<file path="src/rtl/decoder_arbiter_8_pkg.sv">
// Shared types and sizes for the 8-way round-robin arbiter.
package decoder_arbiter_8_pkg;
  localparam int NUM_REQ = 8;
  localparam int IDX_W   = 3;
  localparam int HOLD_W  = 4;

  typedef enum logic {
    IDLE  = 1'b0,
    GRANT = 1'b1
  } state_t;
endpackage

</file>
<file path="src/rtl/decoder_arbiter_8_if.sv">
// Request/grant bundle between requesters and the arbiter.
interface decoder_arbiter_8_if
  import decoder_arbiter_8_pkg::*;
();
  logic [NUM_REQ-1:0] req;
  logic               done;
  logic [NUM_REQ-1:0] gnt;
  logic [IDX_W-1:0]   gnt_idx;
  logic               gnt_valid;
  logic               preempt;

  modport master (
    output req, done,
    input  gnt, gnt_idx, gnt_valid, preempt
  );

  modport slave (
    input  req, done,
    output gnt, gnt_idx, gnt_valid, preempt
  );
endinterface

</file>
<file path="src/rtl/decoder_arbiter_8_decoder_3x8.sv">
// Gated 3-to-8 one-hot decoder for the grant vector.
module decoder_3x8
  import decoder_arbiter_8_pkg::*;
(
  input  logic [IDX_W-1:0]   i_idx,
  input  logic               i_en,
  output logic [NUM_REQ-1:0] o_dec
);
  assign o_dec = i_en ? (NUM_REQ'(1) << i_idx) : '0;
endmodule

</file>
<file path="src/rtl/decoder_arbiter_8.sv">
// Round-robin arbiter over 8 requesters with hold limit and preempt pulse.
module decoder_arbiter_8
  import decoder_arbiter_8_pkg::*;
#(
  parameter int MAX_HOLD = 4
) (
  input  logic         clk,
  input  logic         rst_n,
  decoder_arbiter_8_if.slave bus
);
  state_t            r_state, w_state_nx;
  logic [IDX_W-1:0]  r_idx, w_idx_nx;
  logic [IDX_W-1:0]  r_last, w_last_nx;
  logic [IDX_W-1:0]  w_win, w_cand;
  logic              w_found;
  logic              r_valid, w_valid_nx;
  logic              r_pre, w_pre_nx;
  logic [HOLD_W-1:0] r_hold, w_hold_nx;
  logic              w_hold_max;
  logic              w_cur_req;

  // Scan upward from the requester after the last grantee, wrapping.
  always_comb begin
    w_win   = '0;
    w_cand  = '0;
    w_found = 1'b0;
    for (int i = 1; i <= NUM_REQ; i++) begin
      w_cand = r_last + IDX_W'(i);
      if (!w_found && bus.req[w_cand]) begin
        w_win   = w_cand;
        w_found = 1'b1;
      end
    end
  end

  assign w_hold_max = (r_hold == HOLD_W'(MAX_HOLD));
  assign w_cur_req  = bus.req[r_idx];

  always_comb begin
    w_state_nx = r_state;
    w_idx_nx   = r_idx;
    w_last_nx  = r_last;
    w_valid_nx = r_valid;
    w_hold_nx  = r_hold;
    w_pre_nx   = 1'b0;
    unique case (r_state)
      IDLE: begin
        if (|bus.req) begin
          w_state_nx = GRANT;
          w_idx_nx   = w_win;
          w_valid_nx = 1'b1;
          w_hold_nx  = HOLD_W'(1);
        end else begin
          w_idx_nx   = '0;
          w_valid_nx = 1'b0;
          w_hold_nx  = '0;
        end
      end
      GRANT: begin
        if (bus.done || !w_cur_req || w_hold_max) begin
          w_state_nx = IDLE;
          w_idx_nx   = '0;
          w_valid_nx = 1'b0;
          w_hold_nx  = '0;
          w_last_nx  = r_idx;
          // A normal release wins over the hold limit.
          w_pre_nx   = w_hold_max && !bus.done && w_cur_req;
        end else begin
          w_hold_nx  = r_hold + HOLD_W'(1);
        end
      end
      default: w_state_nx = IDLE;
    endcase
  end

  always_ff @(posedge clk or negedge rst_n) begin
    if (!rst_n) begin
      r_state <= IDLE;
      r_idx   <= '0;
      r_last  <= IDX_W'(NUM_REQ - 1);
      r_valid <= 1'b0;
      r_hold  <= '0;
      r_pre   <= 1'b0;
    end else begin
      r_state <= w_state_nx;
      r_idx   <= w_idx_nx;
      r_last  <= w_last_nx;
      r_valid <= w_valid_nx;
      r_hold  <= w_hold_nx;
      r_pre   <= w_pre_nx;
    end
  end

  assign bus.gnt_idx   = r_idx;
  assign bus.gnt_valid = r_valid;
  assign bus.preempt   = r_pre;

  decoder_3x8 u_dec (
    .i_idx (r_idx),
    .i_en  (r_valid),
    .o_dec (bus.gnt)
  );
endmodule

</file>
<file path="src/flat_wrapper.sv">
// flat-port wrapper written by rule: the top's interface ports become plain ports
module decoder_arbiter_8_flat import decoder_arbiter_8_pkg::*;
#(
  parameter int MAX_HOLD = 4
)
  (clk, rst_n, bus_req, bus_done, bus_gnt, bus_gnt_idx, bus_gnt_valid, bus_preempt);
  decoder_arbiter_8_if bus_i ();
  input  logic clk;
  input  logic rst_n;
  input wire logic [$bits(bus_i.req)-1:0] bus_req;
  input wire logic [$bits(bus_i.done)-1:0] bus_done;
  output wire logic [$bits(bus_i.gnt)-1:0] bus_gnt;
  output wire logic [$bits(bus_i.gnt_idx)-1:0] bus_gnt_idx;
  output wire logic [$bits(bus_i.gnt_valid)-1:0] bus_gnt_valid;
  output wire logic [$bits(bus_i.preempt)-1:0] bus_preempt;
  assign bus_i.req = bus_req;
  assign bus_i.done = bus_done;
  assign bus_gnt = bus_i.gnt;
  assign bus_gnt_idx = bus_i.gnt_idx;
  assign bus_gnt_valid = bus_i.gnt_valid;
  assign bus_preempt = bus_i.preempt;
  decoder_arbiter_8 #(.MAX_HOLD(MAX_HOLD)) u_core (.clk(clk), .rst_n(rst_n), .bus(bus_i));
endmodule
</file>
<file path="config.mk">
export PLATFORM = sky130hd
export DESIGN_NAME = decoder_arbiter_8_flat
export DESIGN_NICKNAME = d
export VERILOG_FILES = /design/src/rtl/decoder_arbiter_8_pkg.sv /design/src/rtl/decoder_arbiter_8_if.sv /design/src/rtl/decoder_arbiter_8_decoder_3x8.sv /design/src/rtl/decoder_arbiter_8.sv /design/src/flat_wrapper.sv
export SDC_FILE = /design/constraint.sdc
export NUM_CORES = 1
export LEC_CHECK = 0
export BUFFER_PORTS_ARGS = -buffer_cell sky130_fd_sc_hd__buf_2
export CORE_ASPECT_RATIO = 0.8
export CORE_UTILIZATION = 57
export DETAILED_ROUTE_END_ITERATION = 12
export PLACE_DENSITY = 0.8
export SETUP_SLACK_MARGIN = 0.3
export SLEW_MARGIN = 20
export SYNTH_ARGS = -nofsm -noshare
export SYNTH_HDL_FRONTEND = slang
export SYNTH_HIERARCHICAL = 1
export SYNTH_SLANG_ARGS = --single-unit
</file>
<file path="constraint.sdc">
create_clock -name clk -period 4.5 [get_ports clk]
set_clock_uncertainty 0.15 [all_clocks]
set_input_delay 0.9 -clock clk [delete_from_list [all_inputs] [get_ports clk]]
set_output_delay 0.9 -clock clk [all_outputs]
set_load 0.02 [all_outputs]
</file>
==> results_dict.tcl <==
set metrics [dict create \
    synth_area_per_cell_um2 10.24 \
    synth_cell_types 56 \
    grt-ovfl-total 0 \
    netlist_area_um2 1577 \
    place_congestion 0.9594 \
    post-route-period-util 0.8662 \
    drc_errors 0 \
    rows 16 \
    slew_violations 0 \
    grt_first_pass_wirelength_um 6824 \
    hold_buffers 0 \
    fillers 198 \
    portBuffers 23 \
    cts_inserted_buffers 3 \
    ir_drop_v 0.0003869 \
    ys.warnings.count 6 \
    drive_gt1_frac 0.3391 \
    dieArea_um2 2982 \
    synthFlopType "dfrtp_1" \
    tns_ns 0 \
    required_ns 4.55 \
    crit_arrival_ns 3.95 \
    via_count 1458 \
    tightest_slew_ns 0.5871 \
    drt_iter0_markers 81 \
    setup_viol 0 \
    synth_top_cell_by_area "dfrtp_1" \
    io_pins 24 \
    hpwl_um 3024 \
    synth_edf_count 0 \
    status "complete, no violations" \
    insertion_delay_ns 0.28 \
    core-area_um2 2542 \
    start_util 0.6201 \
    cap_viol_max_count 0 \
    synth_top_cell_area_share 0.1587 \
    holdCritPathClass "in -> async" \
    dieWidth_um 60.80 \
    fmax_mhz 256.5 \
    start_kind "register" \
    worstSetupPathType "reg -> reg" \
    clockBufferDepth 2 \
    rsz0062_at_grt "false" \
    fin_nets 190 \
    n_antenna_cell 0 \
    clk_pin_slew_ns 0.08 \
    relSlewSlack 0.6058 \
    cts_max_level 1 \
    yosys-top-cells-area "dfrtp_1 16%, mux4_2 16%, mux4_1 6.7%" \
    cts_setup_buffers 0 \
    grt_max_degree 18 \
    end_kind "register" \
    synth_nets 169 \
    via_per_inst 6.943 \
    hold_viol 0 \
    fin_crit_ns 3.898 \
    synth_cells 154 \
    first_global_vias 1380 \
    die_h_um 49.04 \
    ys_async_sr_fraction 1.000 \
    areaGrowthSynthToFinish_pct 9.683 \
    drtAntennaViolNets 0 \
    cts_tree "done" \
    power_w 0.001281 \
    grt.total_usage 0.3155 \
    root_buffer "clkbuf_4" \
    antenna_found_initial 0 \
    routedWlPerCell_um 19.29 \
    power.density_nw_per_um2 741.0 \
    cts_num_sinks 13 \
    ys_seq_area_frac 0.2087 \
    ys_ff_latch 13 \
    wl_um 4050 \
    cp_max_fo 17 \
    drtPass1Iterations 4 \
    post_cts_resized 0 \
    p_leak_nw 0.7401 \
]
## cell usage after synthesis, types with 2 or more instances
cell and number:
a21o_1 2, a21oi_1 5, a22o_1 2, and2_1 2
and4b_2 2, and4bb_1 2, clkbuf_1 6, dfrtp_1 10
dfstp_2 3, ha_1 4, inv_1 8, mux2_2 7
mux2i_1 7, mux4_1 4, mux4_2 11, nand2_1 17
nand3_1 6, nor2_1 6, nor4_1 3, o21a_1 3
o21ai_0 7, xnor2_1 3
## cell type report
class | count | area (um^2) | area share
sequential | 13 | 329.1 | 0.1903
inverter | 8 | 30.03 | 0.01737
tap | 36 | 45.04 | 0.02605
clock buffer | 4 | 26.28 | 0.01520
timing repair buffer | 23 | 115.1 | 0.06657
multi-input combinational | 126 | 1184 | 0.6845
## cells in the final DEF, fill, tap and decap left out, drive strengths merged, types with 2 or more instances in the layout
| master | netlist | final |
|---|---|---|
| inv | 8 | 8 |
| a21oi | 6 | 6 |
| and4bb | 3 | 3 |
| and4b | 3 | 3 |
| nand3 | 6 | 6 |
| dfrtp | 10 | 10 |
| nor4 | 3 | 3 |
| ha | 4 | 4 |
| mux2i | 7 | 7 |
| nor2 | 6 | 6 |
| o211ai | 2 | 2 |
| clkbuf | 6 | 4 |
| o31ai | 2 | 2 |
| mux2 | 8 | 8 |
| o21a | 3 | 3 |
| mux4 | 15 | 15 |
| xnor2 | 3 | 3 |
| a22o | 2 | 2 |
| nand2 | 17 | 17 |
| and2 | 2 | 2 |
| dfstp | 3 | 3 |
| o21ai | 8 | 8 |
| or4 | 2 | 2 |
| a21o | 2 | 2 |
| buf | 1 | 23 |
## registers in the layout (all words and copies together), names as in the netlist
signal	count
u_core/r_last	3
u_core/bus.preempt	1
u_core/r_hold	4
u_core/bus.gnt_valid	1
u_core/bus.gnt_idx	3
u_core/r_state	1
## per-stage QoR
| stage | setup WS, ns | hold slack [ns] | util | instances | area [um^2] |
|---|---|---|---|---|---|
| CTS | 0.6410 | 0.3377 | 0.6801 | 210 | 1729 |
| finish | 0.6020 | 0.3371 | 0.6801 | 210 | 1729 |
| detailed placement | 0.6523 | 0.4000 | 0.6698 | 206 | 1703 |
| floorplan | 0.6420 | 0.3376 | - | 154 | 1577 |
| global placement | 0.8527 | 0.3661 | 0.6698 | 206 | 1703 |
| global route | 0.3524 | 0.3488 | 0.6801 | 210 | 1729 |
## report_power, final
part	total [W]	switching (W)	leakage, nW	internal (W)
combinational	0.000921	0.000478	0.565	0.000443
sequential	0.000286	0.000120	0.160	0.000166
clock	0.0000742	0.0000397	0.0150	0.0000345
total	0.00128	0.000638	0.740	0.000643
## worst max-delay path: stages, from the launching register on
cell	delay [ns]
dfstp_2	0.78
inv_1	0.18
ha_1	0.62
mux4_1	0.47
mux2i_1	0.32
nand3_1	0.30
or4_4	0.63
o211ai_2	0.10
a21oi_2	0.05
o31ai_2	0.20
## logic make-up after synthesis
logic type	after synthesis	synth area share
compound gates	36	0.1667
xor+xnor	4	0.02223
fa+ha+maj	4	0.03175
buf+inv	15	0.04048
flops	13	0.2087
mux	30	0.3278
simple gates	52	0.2024
## routing by layer
metal  vias to the layer above  GRT usage  share of wire
li1                        657          -              -
met1                       707     0.4686           0.42
met5                         -          0              0
met3                         6    0.07692           0.10
met4                         0    0.08333         0.0099
met2                        88     0.4597           0.46
## final timing paths
path / to / slack [ns] / depth (start not counted) / from
worst max register to register: u_core/bus.gnt_idx[1] / 0.60 / 9 / u_core/r_last[0]
worst min-delay path: u_core/r_state / 0.34 / 1 / rst_n
worst max-delay path: u_core/bus.gnt_idx[1] / 0.60 / 9 / u_core/r_last[0]
worst min register to register: u_core/r_hold[3] / 0.42 / 2 / u_core/r_hold[3]
max in group asynchronous: u_core/r_last[2] / 3.58 / 1 / rst_n
min in group clk: u_core/r_hold[3] / 0.42 / 2 / u_core/r_hold[3]
(Power assumes the default switching activity.)
